==> src/rtl/rr_mux_arb_if.sv <==
// rr_mux_arb_if -- bus bundle for the arbitrating multiplexer.
//   in_valid  [N]        per-channel request (producer -> arbiter)
//   in_data   [N*WIDTH]  channel i word at [i*WIDTH +: WIDTH]
//   in_ready  [N]        per-channel accept (arbiter -> producer), at most one hot
//   out_valid            output register holds a word
//   out_data  [WIDTH]    held word
//   out_ch    [IDX_W]    channel the held word came from
//   grant_oh  [N]        one-hot of out_ch, zero while out_valid=0
//   out_ready            consumer accepts the held word
// master: producers/consumer side; slave: the arbiter.
interface rr_mux_arb_if #(
  parameter int N     = 8,
  parameter int WIDTH = 16
);
  localparam int IDX_W = $clog2(N);

  logic [N-1:0]       in_valid;
  logic [N*WIDTH-1:0] in_data;
  logic [N-1:0]       in_ready;
  logic               out_valid;
  logic [WIDTH-1:0]   out_data;
  logic [IDX_W-1:0]   out_ch;
  logic [N-1:0]       grant_oh;
  logic               out_ready;

  modport master (
    output in_valid, in_data, out_ready,
    input  in_ready, out_valid, out_data, out_ch, grant_oh
  );

  modport slave (
    input  in_valid, in_data, out_ready,
    output in_ready, out_valid, out_data, out_ch, grant_oh
  );
endinterface

==> src/rtl/rr_mux_arb.sv <==
// rr_mux_arb -- N-channel arbitrating mux with a registered output stage.
// Picks one requesting channel per cycle (round-robin from a rotating
// pointer, or fixed lowest-index priority) and loads its word into a
// single valid/ready output register. One cycle latency, full throughput.
// Ports:
//   clk    rising-edge clock
//   rst_n  asynchronous active-low reset
//   bus    rr_mux_arb_if.slave (in_valid/in_data/in_ready,
//          out_valid/out_data/out_ch/grant_oh/out_ready)

// Per-channel lane: accept decision and gated data for the OR-mux.
//   valid_i/data_i  channel request and word
//   win_i           arbitration winner index
//   can_load_i      output register can take a word this cycle
//   ready_o         accept strobe for this channel
//   data_o          data_i when accepted, otherwise zero
module rr_mux_arb_lane #(
  parameter int WIDTH = 16,
  parameter int IDX_W = 3,
  parameter int LANE  = 0
) (
  input  logic             valid_i,
  input  logic [WIDTH-1:0] data_i,
  input  logic [IDX_W-1:0] win_i,
  input  logic             can_load_i,
  output logic             ready_o,
  output logic [WIDTH-1:0] data_o
);
  // win_i is the first requesting channel, so a match with valid_i
  // implies this lane is the unique winner.
  assign ready_o = can_load_i & valid_i & (win_i == IDX_W'(LANE));
  assign data_o  = data_i & {WIDTH{ready_o}};
endmodule

module rr_mux_arb #(
  parameter int WIDTH = 16,
  parameter int N     = 8,
  parameter bit RR    = 1'b1
) (
  input logic         clk,
  input logic         rst_n,
  rr_mux_arb_if.slave bus
);
  localparam int             IDX_W = $clog2(N);
  localparam logic [IDX_W:0] N_W   = (IDX_W+1)'(N);

  logic                      out_valid_q, out_valid_d;
  logic [WIDTH-1:0]          out_data_q, out_data_d;
  logic [IDX_W-1:0]          out_ch_q, out_ch_d;
  logic [N-1:0]              grant_q, grant_d;
  logic [IDX_W-1:0]          ptr_q, ptr_d;

  logic                      can_load;
  logic                      found;
  logic [IDX_W-1:0]          win;
  logic [IDX_W:0]            cand;
  logic [N-1:0]              ready;
  logic [N-1:0][WIDTH-1:0]   lane_data;
  logic [WIDTH-1:0]          mux_data;
  logic                      xfer;

  // Gating with rst_n keeps every in_ready low while reset is held.
  assign can_load = rst_n & (~out_valid_q | bus.out_ready);

  // Winner search. In round-robin mode the scan starts at ptr and wraps
  // modulo N; ptr < N so one conditional subtract is enough, and indices
  // >= N are never formed even when N is not a power of two.
  always_comb begin
    win   = '0;
    found = 1'b0;
    cand  = '0;
    for (int off = 0; off < N; off++) begin
      if (RR) begin
        cand = {1'b0, ptr_q} + (IDX_W+1)'(off);
        if (cand >= N_W) cand = cand - N_W;
      end else begin
        cand = (IDX_W+1)'(off);
      end
      if (!found && bus.in_valid[cand[IDX_W-1:0]]) begin
        found = 1'b1;
        win   = cand[IDX_W-1:0];
      end
    end
  end

  for (genvar i = 0; i < N; i++) begin : g_lane
    rr_mux_arb_lane #(
      .WIDTH (WIDTH),
      .IDX_W (IDX_W),
      .LANE  (i)
    ) u_lane (
      .valid_i    (bus.in_valid[i]),
      .data_i     (bus.in_data[i*WIDTH +: WIDTH]),
      .win_i      (win),
      .can_load_i (can_load),
      .ready_o    (ready[i]),
      .data_o     (lane_data[i])
    );
  end

  // At most one lane is non-zero, so an OR-tree is the mux.
  always_comb begin
    mux_data = '0;
    for (int i = 0; i < N; i++) mux_data = mux_data | lane_data[i];
  end

  assign xfer         = |ready;
  assign bus.in_ready = ready;

  // A load takes priority over a drain, which gives replace-in-place on
  // simultaneous drain and load (no bubble).
  always_comb begin
    out_valid_d = out_valid_q;
    out_data_d  = out_data_q;
    out_ch_d    = out_ch_q;
    grant_d     = grant_q;
    ptr_d       = ptr_q;
    if (xfer) begin
      out_valid_d = 1'b1;
      out_data_d  = mux_data;
      out_ch_d    = win;
      grant_d     = ready;
      if (RR) ptr_d = (win == IDX_W'(N-1)) ? '0 : win + IDX_W'(1);
    end else if (bus.out_ready) begin
      // data and channel are left as-is on drain
      out_valid_d = 1'b0;
      grant_d     = '0;
    end
  end

  always_ff @(posedge clk or negedge rst_n) begin
    if (!rst_n) begin
      out_valid_q <= 1'b0;
      out_data_q  <= '0;
      out_ch_q    <= '0;
      grant_q     <= '0;
      ptr_q       <= '0;
    end else begin
      out_valid_q <= out_valid_d;
      out_data_q  <= out_data_d;
      out_ch_q    <= out_ch_d;
      grant_q     <= grant_d;
      ptr_q       <= ptr_d;
    end
  end

  assign bus.out_valid = out_valid_q;
  assign bus.out_data  = out_data_q;
  assign bus.out_ch    = out_ch_q;
  assign bus.grant_oh  = grant_q;
endmodule

==> src/flat_wrapper.sv <==
// flat-port wrapper written by rule: the top's interface ports become plain ports
module rr_mux_arb_flat 
#(
  parameter int WIDTH = 16,
  parameter int N     = 8,
  parameter bit RR    = 1'b1
)
  (clk, rst_n, bus_in_valid, bus_in_data, bus_out_ready, bus_in_ready, bus_out_valid, bus_out_data, bus_out_ch, bus_grant_oh);
  rr_mux_arb_if #(.N(N), .WIDTH(WIDTH)) bus_i ();
  input logic clk;
  input logic rst_n;
  input wire logic [$bits(bus_i.in_valid)-1:0] bus_in_valid;
  input wire logic [$bits(bus_i.in_data)-1:0] bus_in_data;
  input wire logic [$bits(bus_i.out_ready)-1:0] bus_out_ready;
  output wire logic [$bits(bus_i.in_ready)-1:0] bus_in_ready;
  output wire logic [$bits(bus_i.out_valid)-1:0] bus_out_valid;
  output wire logic [$bits(bus_i.out_data)-1:0] bus_out_data;
  output wire logic [$bits(bus_i.out_ch)-1:0] bus_out_ch;
  output wire logic [$bits(bus_i.grant_oh)-1:0] bus_grant_oh;
  assign bus_i.in_valid = bus_in_valid;
  assign bus_i.in_data = bus_in_data;
  assign bus_i.out_ready = bus_out_ready;
  assign bus_in_ready = bus_i.in_ready;
  assign bus_out_valid = bus_i.out_valid;
  assign bus_out_data = bus_i.out_data;
  assign bus_out_ch = bus_i.out_ch;
  assign bus_grant_oh = bus_i.grant_oh;
  rr_mux_arb #(.WIDTH(WIDTH), .N(N), .RR(RR)) u_core (.clk(clk), .rst_n(rst_n), .bus(bus_i));
endmodule
==> config.mk <==
export PLATFORM = sky130hd
export DESIGN_NAME = rr_mux_arb_flat
export DESIGN_NICKNAME = d
export VERILOG_FILES = /design/src/rtl/rr_mux_arb_if.sv /design/src/rtl/rr_mux_arb.sv /design/src/flat_wrapper.sv
export SDC_FILE = /design/constraint.sdc
export NUM_CORES = 1
export LEC_CHECK = 0
export CAP_MARGIN = 5
export CORE_MARGIN = 4
export CORE_UTILIZATION = 24
export CTS_BUF_LIST = sky130_fd_sc_hd__clkbuf_8
export DETAILED_ROUTE_END_ITERATION = 10
export GPL_ROUTABILITY_DRIVEN = 0
export PLACE_DENSITY = 0.5
export SLEW_MARGIN = 20
export SYNTH_ARGS = -nofsm -noshare
export SYNTH_HDL_FRONTEND = slang
export SYNTH_HIERARCHICAL = 1
export SYNTH_SLANG_ARGS = --single-unit
export TNS_END_PERCENT = 5
==> constraint.sdc <==
create_clock -name clk -period 10.88 [get_ports clk]
set_input_delay 1.088 -clock clk [delete_from_list [all_inputs] [get_ports clk]]
set_output_delay 1.088 -clock clk [all_outputs]
set_load 0.03 [all_outputs]
# ---- After elaboration in Yosys (flattened, before gate mapping)
# Index checks and enable logic that the tools add are counted.
dict set report totals {
  register_bits 31
  latchBits 0
  mem_bits_rw 0
  mem_bits_ro 0
  input_bits 139
  out_inout_bits 36
  wordCells 139
  memories 0
}
dict set report op_classes {
  addsub 16
  mul 0
  n_div 0
  order_cmp 16
  eq_ne 7
  n_shift 0
  n_mux 44
  n_bitwise 34
  reduce_logical 17
}
# operator count
set ops {}
lappend ops {{$and A16 B16 Y16} 8}
lappend ops {{$or A16 B16 Y16} 7}
lappend ops {{$mux W3} 17}
lappend ops {{$lt A3 B4 Y1 const B} 8}
lappend ops {{$ge A4 B4 Y1 const B} 7}
lappend ops {{$bmux W1 S3} 8}
lappend ops {{$sub A3 B1 Y3 const B} 8}
lappend ops {{$and A1 B1 Y1} 17}
lappend ops {{$mux W1} 17}
lappend ops {{$add A3 B3 Y4 const B} 4}
lappend ops {{$mux W8} 2}
lappend ops {{$eq A3 B3 Y1 const B} 4}
lappend ops {{$add A3 B2 Y4 const B} 2}
lappend ops {{$reduce_or A8 Y1} 1}
lappend ops {{$logic_and A1 B1 Y1} 7}
lappend ops {{$logic_not A1 Y1} 7}
lappend ops {{$eq A3 B2 Y1 const B} 2}
lappend ops {{$add A3 B1 Y4 const B} 1}
lappend ops {{$ge A3 B4 Y1 const B} 1}
lappend ops {{$add A3 B1 Y3 const B} 1}
lappend ops {{$eq A3 B1 Y1 const B} 1}
lappend ops {{$logic_not A3 Y1} 1}
lappend ops {{$reduce_bool A2 Y1} 1}
lappend ops {{$not A1 Y1} 1}
lappend ops {{$or A1 B1 Y1} 1}

# ---- Depth between registers and ports, before layout
# Gate-level depths: netlist of the first run.
dict set report logic_depth {
  depth_word 36
  mapped_depth 19
  ltp_nobuf 14
}

# ---- Cells and area by module
# Netlist of the first run, hierarchy kept.
# module instances cells_each area_each_um2
set by_module_without_submodules {}
lappend by_module_without_submodules {rr_mux_arb 1 230 2527.4}
lappend by_module_without_submodules {{rr_mux_arb_lane (u_core.g_lane[1].u_lane ...)} 2 40 296.5}
lappend by_module_without_submodules {{rr_mux_arb_lane (u_core.g_lane[5].u_lane ...)} 2 41 262.8}
lappend by_module_without_submodules {{rr_mux_arb_lane (u_core.g_lane[0].u_lane)} 1 40 286.5}
lappend by_module_without_submodules {{rr_mux_arb_lane (u_core.g_lane[3].u_lane)} 1 39 277.8}
lappend by_module_without_submodules {{rr_mux_arb_lane (u_core.g_lane[4].u_lane)} 1 41 255.2}
lappend by_module_without_submodules {{rr_mux_arb_lane (u_core.g_lane[7].u_lane)} 1 40 252.7}

# ---- Worst setup path before layout of the first run
# Ideal clock, no wire load.
dict set report synth_path {
  path_kind {in2out}
  startpoint {input port bus_in_valid[7]}
  endpoint {output port bus_in_ready[3]}
  arrival_ps 4196
  required_time_ps 9792
  slack_ps 5596
  stages 8
  path_cell_list {mux2_1 mux4_2 o2bb2ai_4 o2111ai_1 a21oi_1 nand2_2 buf_4 nor3_1}
}
dict set report synth_via {
  elab_chain_len 26
  word_cells_on_any_way 47
  classes_between {eq/ne: 1; mux: 31; bitwise: 1; reduce/logical: 14}
}
# item line_no
set synth_lines {}
lappend synth_lines {{start, declared} flat_wrapper.sv:12} ;# input wire logic [$bits(bus_i.in_valid)-1:0] bus_in_valid;
lappend synth_lines {{$bmux W1 S3} rr_mux_arb.sv:79} ;# if (!found && bus.in_valid[cand[IDX_W-1:0]]) begin
lappend synth_lines {{$mux W1 (not written as such)} rr_mux_arb.sv:79}
lappend synth_lines {{$mux W1} rr_mux_arb.sv:79}
lappend synth_lines {{$logic_not A1 Y1} rr_mux_arb.sv:79}
lappend synth_lines {{$logic_and A1 B1 Y1} rr_mux_arb.sv:79}
lappend synth_lines {{$mux W1} rr_mux_arb.sv:79}
lappend synth_lines {{$logic_not A1 Y1} rr_mux_arb.sv:79}
lappend synth_lines {{$logic_and A1 B1 Y1} rr_mux_arb.sv:79}
lappend synth_lines {{[... 11 more ...]} n/a}
lappend synth_lines {{$logic_and A1 B1 Y1} rr_mux_arb.sv:79}
lappend synth_lines {{$mux W1} rr_mux_arb.sv:79}
lappend synth_lines {{$logic_not A1 Y1} rr_mux_arb.sv:79}
lappend synth_lines {{$logic_and A1 B1 Y1} rr_mux_arb.sv:79}
lappend synth_lines {{$mux W3 *} rr_mux_arb.sv:79}
lappend synth_lines {{net u_core.win[0]} rr_mux_arb.sv:55} ;# logic [IDX_W-1:0] win;
lappend synth_lines {{$eq A3 B2 Y1 *} rr_mux_arb.sv:31} ;# assign ready_o = can_load_i & valid_i & (win_i == IDX_W'(LANE));
lappend synth_lines {{$and A1 B1 Y1 *} rr_mux_arb.sv:31}
lappend synth_lines {{end, declared} flat_wrapper.sv:15} ;# output wire logic [$bits(bus_i.in_ready)-1:0] bus_in_ready;
# Mark *: on every way through the listed nets, which the timed path passes. The rest lies on a longest branch. The select of a mux whose other input is x is not followed.

# ---- Worst setup path in the final report of the first run
dict set report layout_path {
  startpoint {register u_core.ptr_q[0]}
  endpoint {output port bus_in_ready[6]}
}
dict set report layout_via {
  elab_chain_len 28
  word_cells_on_any_way 78
  classes_between {add/sub: 15; order compare: 8; eq/ne: 1; mux: 39; bitwise: 1; reduce/logical: 14}
}
# item line_no
set layout_lines {}
lappend layout_lines {{start, declared} rr_mux_arb.sv:51} ;# logic [IDX_W-1:0] ptr_q, ptr_d;
lappend layout_lines {{start signal, assigned} rr_mux_arb.sv:143} ;# ptr_q <= ptr_d;
lappend layout_lines {{branches (longest 25 deep; another with $add A3 B1 Y4)} n/a}
lappend layout_lines {{$mux W3 *} rr_mux_arb.sv:79}
lappend layout_lines {{net u_core.win[2]} rr_mux_arb.sv:55}
lappend layout_lines {{$eq A3 B3 Y1 *} rr_mux_arb.sv:31}
lappend layout_lines {{$and A1 B1 Y1 *} rr_mux_arb.sv:31}
# Mark *: on every way through the listed nets, which the timed path passes. The select of a mux whose other input is x is not followed.

==> results.ini, run 1 <==
[logic_synthesis]
synthXorXnorAreaFrac=0.00769
netlist.area_leader.share=0.164
ys_warn_count=6
netlist_top_cells_area=dfrtp_1 16%, nor4_2 8.8%, nor3_2 8.5%, nor4_1 8.4%, mux4_2 6.2%
synth_top_family_by_area=simple AND/OR/NAND/NOR gates
syn-num-nets=695
avgSynthCellArea_sq_um=8.55
syn_area_sq_um=4720
ys_ff_latch=31
synth_edf_count=0
synth-simple-area-share=0.449
synth-adder-area-share=0.0106
yosysTopAreaCell=dfrtp_1
seq_area_frac_synth=0.164
async_flop_share=1.00
synth_compound_area_frac=0.0737
synth_cells=552
synth_cell_type_count=63
synth_mux_area_frac=0.136
synthFlopType=dfrtp_1

[worst_setup_path]
startpoint_type=register
path_max_fanout=69
worstSetupEndpointType=output pin
required_ns=9.79
crit_arrival_ns=6.22
critPathKind=register to output pin

[grt]
grt-ovfl-total=0
antenna_found_initial=0
grt_max_degree=70
track_usage=0.153
first_global_vias=4974
grt_pass1_wl_mm=27.0

[timing]
skew_ns=0.00643
setup_viol=0
finalSetupTns_ns=0
fin_crit_sh=0.672
relSlewSlack=0.275
period_needed_ns=7.31
rsz0062_at_grt=false
tightestPinTransition_ns=1.09
fmax_mhz=137
hold_viol_final=0
maxSlewViolCount=0

[pwr]
clkPwrFrac=0.039
pwr-share-comb=0.853
switching_power_w=0.00144
switching_share=0.625
powerDensity_nw_per_um2=356
leakagePower_nw=2.34
seq_power_share=0.109
ir_drop_v=0.000191
cell_internal_pwr_w=0.000863

[die]
top_level_ports=175
core_sq_um=19400
die_w_microns=148
die_h_microns=148
fp.dieArea_sq_um=22000
start_util=0.243
fp-row-count=51

[final_layout]
diodes=0
final_common_cell=clkdlybuf4s50_1
instances_no_fill=959
num-fill-cells=2080
final_cell_mix=174 x clkdlybuf4s50_1, 75 x nand2_1, 70 x inv_1
seqCellArea_sq_um=776
area_growth_pct=37.3
final_nets=836
multi_input_area_sq_um=3200
drive_above_1_share=0.202

[route]
postRouteAntennaNets=0
post-route-drc-count=0
vias_per_cell=5.06
wire_per_inst_microns=18.3
drt_iter0_drc=242
num_vias=4854
detail_route.first_pass.iterations=5
wirelength_mm=17.6

[clock_tree]
h-tree-depth=2
clk_path_buf_depth=2
cts_made_buffers=5
cts_setup_buffers=0
holdBufCountCts=0
insertion_delay_ns=0.28
clockRootBuffer=clkbuf_8
post_cts_resize_count=0
clock_sinks=31
clk_pin_slew_ns=0.07
tritoncts=yes

[status]
status=finished clean

[place]
port_buffers=174
dp_hpwl_mm=13.6
dp_cells=951

[min_path]
min_path_type=register to register

[job]
maxCapViolations=0

-- logic make-up (layout without fill, tap and decap cells) --
group                      Yosys count  count (layout)
AOI/OAI and AO/OA                   46              46
DFF                                 31              31
adders and majority gates            4               4
xor gates and xnor gates             2               2
and+or+nand+nor                    308             308
buffers and inverters              122             264
muxes                               39              39
-- routing by layer --
metal | track usage | share of wire | up-vias
met1 | 0.188 | 0.41 | 2356
met3 | 0.0463 | 0.078 | 18
met4 | 0.0323 | 0.017 | 0
met2 | 0.267 | 0.49 | 193
li1 | - | - | 2287
met5 | 0 | 0 | -
-- per-stage QoR --
stage | hold WS [ns] | area [sq um] | utilization | worst slack, ns | total power (W)
2_1_floorplan | 0.668 | 4720 | - | 5.60 | 0.00203
3_3_place_gp | 0.464 | 6390 | 0.330 | 4.02 | 0.00219
3_5_place_dp | 0.470 | 6390 | 0.330 | 3.87 | 0.00222
4_1_cts | 0.487 | 6480 | 0.334 | 3.54 | 0.00232
5_1_grt | 0.500 | 6480 | 0.334 | 3.14 | 0.00249
6_report | 0.483 | 6480 | 0.334 | 3.57 | 0.00230
-- power by group through the flow --
stage	logic [W]	clock network, W	registers [W]
after floorplan	0.00173	0	0.000300
after global placement	0.00194	0	0.000248
after detailed placement	0.00197	0	0.000252
after CTS	0.00198	0.0000933	0.000251
after global routing	0.00213	0.000100	0.000261
final	0.00196	0.0000891	0.000250
-- critical path, cell delays in order (launching register included) --
cell	delay [ns]
dfrtp_1	0.85
inv_2	0.18
ha_1	0.70
mux2_2	0.40
mux4_2	0.51
o2bb2ai_4	0.27
nor2b_1	0.08
o32a_1	0.35
nor2_4	0.74
buf_4	0.64
inv_1	0.12
nor3_2	0.31
clkdlybuf4s50_1	0.75
-- sequential cells by signal, summed over array words and instances (netlist names) --
register / cells
u_core/bus.grant_oh: 8
u_core/ptr_q: 3
u_core/bus.out_valid: 1
u_core/bus.out_ch: 3
u_core/bus.out_data: 16
-- path summary, 6_finish.rpt --
path / start / end / slack (ns) / cells after the start
setup / recovery: u_core/ptr_q[0] / bus_in_ready[6] / 3.57 / 12
hold reg to reg: u_core/bus.grant_oh[4] / u_core/bus.grant_oh[4] / 0.48 / 1
setup reg to reg: u_core/ptr_q[0] / u_core/bus.grant_oh[6] / 4.28 / 14
hold / removal: u_core/bus.grant_oh[4] / u_core/bus.grant_oh[4] / 0.48 / 1
max in group asynchronous: rst_n / u_core/bus.out_data[11] / 9.37 / 2
min in group asynchronous: rst_n / u_core/bus.grant_oh[3] / 1.20 / 2
-- layout make-up --
type | instances | share of cell area
clock buffer | 5 | 0.0106
sequential | 31 | 0.120
tap | 265 | 0.0512
timing repair buffer | 184 | 0.280
clock inverter | 3 | 0.00232
multi-input combinational | 399 | 0.494
inverter | 72 | 0.0421
-- cell usage after synthesis (3+ instances only) --
library cell,instances
buf_8,4
o21ai_0,4
a21oi_1,3
dfrtp_1,31
a21o_1,9
nor2b_1,5
nor4_2,33
nor4_4,3
nand2_2,4
nand2b_4,4
a31oi_1,16
nor2_1,24
mux2_2,8
nand2b_1,5
buf_2,12
nand2_1,75
nor3_1,33
ha_1,4
nor3_2,40
clkbuf_1,3
nor4_1,63
buf_6,14
buf_12,5
mux4_1,4
mux2i_1,11
mux4_2,13
buf_4,12
inv_1,70
Power figures use the tool's default switching activity.
==> run 2, diff against run 1 <==
==> constraint.sdc (replaced) <==
create_clock -name clk -period 6.9 [get_ports clk]
set_input_delay 0.69 -clock clk [delete_from_list [all_inputs] [get_ports clk]]
set_output_delay 0.69 -clock clk [all_outputs]
set_load 0.03 [all_outputs]
==> run 2 against run 1 <==
Compared with the run above: global-route usage up 0.30 points; via count about the same; sequential power up 51%; setup slack worse by 2.9 ns; power up 62%; design area up 0.64%; highest routed layer unchanged; clock power up 110%; die area unchanged; routed wire length up 0.80%; first-iteration DRC count up 27%.
==> results.ini, run 2 (synthesis gave the netlist of run 1 again) <==
[status]
status=finished clean

[final_layout]
area_growth_pct=38.2
drive_above_1_share=0.203  ; +0.00115
largest_reg_flops=16  ; unchanged
final_area_sq_um=6520  ; +0.64%
final_common_cell=clkdlybuf4s50_1
diodes=0  ; unchanged
final_nets=837  ; +0.12%
final_cell_mix=174 x clkdlybuf4s50_1, 75 x nand2_1, 70 x inv_1
final_core_util=0.336  ; +0.00213
instances_no_fill=960  ; +0.10%

[clock_tree]
tritoncts=yes
post_cts_resize_count=0  ; unchanged
cts_made_buffers=5  ; unchanged
cts_setup_buffers=0  ; unchanged
clk_path_buf_depth=2  ; unchanged
clockRootBuffer=clkbuf_8
insertion_delay_ns=0.28  ; about the same
clock_sinks=31  ; unchanged
holdBufCountCts=0  ; unchanged
clk_pin_slew_ns=0.07  ; about the same
h-tree-depth=2  ; unchanged

[timing]
finalSetupTns_ns=0  ; unchanged
period_needed_ns=6.27
maxSlewViolCount=0  ; unchanged
hold_viol_final=0  ; unchanged
skew_ns=0.00521  ; -0.00121 ns
tightestPinTransition_ns=1.04  ; -0.0449 ns
relSlewSlack=0.305  ; +0.0299
fmax_mhz=160
setup_slack_ns=0.633  ; -2.94 ns
rsz0062_at_grt=false
fin_crit_sh=0.908
setup_viol=0  ; unchanged

[pwr]
clkPwrFrac=0.050  ; +0.011
pwr-share-comb=0.849  ; -0.004
powerDensity_nw_per_um2=572  ; +61%
ir_drop_v=0.000317  ; +66%
seq_power_share=0.101  ; -0.008
switching_power_w=0.00230  ; +59%
switching_share=0.615  ; -0.0100
cell_internal_pwr_w=0.00144  ; +66%
leakagePower_nw=2.36  ; +0.82%

[die]
fp-row-count=51  ; unchanged
die_w_microns=148  ; unchanged
die_h_microns=148  ; unchanged
fp.dieArea_sq_um=22000  ; unchanged
top_level_ports=175  ; unchanged
start_util=0.243  ; unchanged
core_sq_um=19400  ; unchanged

[grt]
grt-ovfl-total=0  ; unchanged
antenna_found_initial=0  ; unchanged
track_usage=0.156  ; +0.00302
grt_max_degree=70  ; unchanged
grt_pass1_wl_mm=27.6  ; +2.4%
first_global_vias=5066  ; +1.8%

[place]
dpl_cell_area_sq_um=6400  ; +0.12%
dp_hpwl_mm=13.9  ; +1.8%
port_buffers=174  ; unchanged
dp_cells=952  ; +0.11%
preCtsSetupSlack_ns=0.904  ; -2.97 ns

[worst_setup_path]
crit_arrival_ns=5.58  ; -0.64 ns
worstSetupEndpointType=output pin
reg2reg_to=u_core/ptr_q[2]
r2r_start=u_core/ptr_q[1]
startpoint_type=register
crit_end=bus_in_ready[3]
ff2ff_path_depth=14  ; unchanged
critPathKind=register to output pin
setup.worst_path.start=u_core/ptr_q[1]
r2r_slack_ns=1.19  ; -3.09 ns
required_ns=6.21  ; -3.58 ns
path_max_fanout=17  ; -75%

[job]
maxCapViolations=0  ; unchanged

[route]
wire_per_inst_microns=18.5  ; +0.69%
vias_per_cell=5.06  ; -0.12%
num_vias=4853  ; -0.021%
detail_route.first_pass.iterations=5  ; unchanged
wirelength_mm=17.7  ; +0.80%
drt_iter0_drc=307  ; +27%
post-route-drc-count=0  ; unchanged
postRouteAntennaNets=0  ; unchanged

[min_path]
min_path_type=register to register

==> run 2: cell count changes in the layout (fill, tap and decap cells not counted) <==
cell / previous run / this run
bufinv_16: 0 / 1
buf_4: 10 / 11
clkbuf_8: 5 / 6
clkinv_2: 3 / 1
==> run 2: final cells by class <==
cell class | instances | area [sq um]
fill | 2080 | 12900
multi-input combinational | 399 | 3200
timing repair buffer | 185 | 1820
sequential | 31 | 776
tap | 265 | 332
inverter | 72 | 273
clock buffer | 6 | 82.6
clock inverter | 2 | 35.0
==> run 2: critical path: stages (launching register included) <==
cell and delay [ns]:
dfrtp_1 0.74, inv_4 0.10, ha_1 0.65, mux2_2 0.40
mux4_2 0.51, o2bb2ai_4 0.26, nand3_4 0.12, or3_4 0.40
nand2_1 0.36, nand2_2 0.38, nor3_1 0.57, clkdlybuf4s50_1 0.78
==> run 2: layer usage <==
| layer | vias to the layer above | GRT usage | share of wire |
|---|---|---|---|
| li1 | 2280 | - | - |
| met1 | 2318 | 0.202 | 0.41 |
| met2 | 229 | 0.253 | 0.47 |
| met3 | 26 | 0.0478 | 0.091 |
| met4 | 0 | 0.0443 | 0.029 |
| met5 | - | 0 | 0 |
==> run 2: through the flow <==
step           hold WS, ns  power [W]
6_report             0.485    0.00373
5_1_grt              0.506    0.00404
4_1_cts              0.492    0.00375
3_5_place_dp         0.467    0.00354
3_3_place_gp         0.461    0.00349
2_1_floorplan        0.394    0.00320
==> run 2: how the worst min path moves through the flow <==
stage | start | end | slack, ns | cells after the start
finish | u_core/bus.grant_oh[3] | u_core/bus.grant_oh[3] | 0.49 | 1
global route | u_core/bus.grant_oh[6] | u_core/bus.grant_oh[6] | 0.51 | 1
CTS | u_core/bus.grant_oh[3] | u_core/bus.grant_oh[3] | 0.49 | 1
detailed placement | u_core/bus.grant_oh[6] | u_core/bus.grant_oh[6] | 0.47 | 1
global placement | u_core/bus.grant_oh[7] | u_core/bus.grant_oh[7] | 0.46 | 1
floorplan | rst_n | u_core/bus.grant_oh[0] | 0.39 | 0
==> run 2: power by group through the flow <==
stage	Clock, W	Combinational (W)	Sequential, W
after floorplan	0	0.00273	0.000472
after global placement	0	0.00311	0.000379
after detailed placement	0	0.00316	0.000379
after CTS	0.000193	0.00318	0.000378
after global routing	0.000202	0.00344	0.000392
final	0.000188	0.00317	0.000377
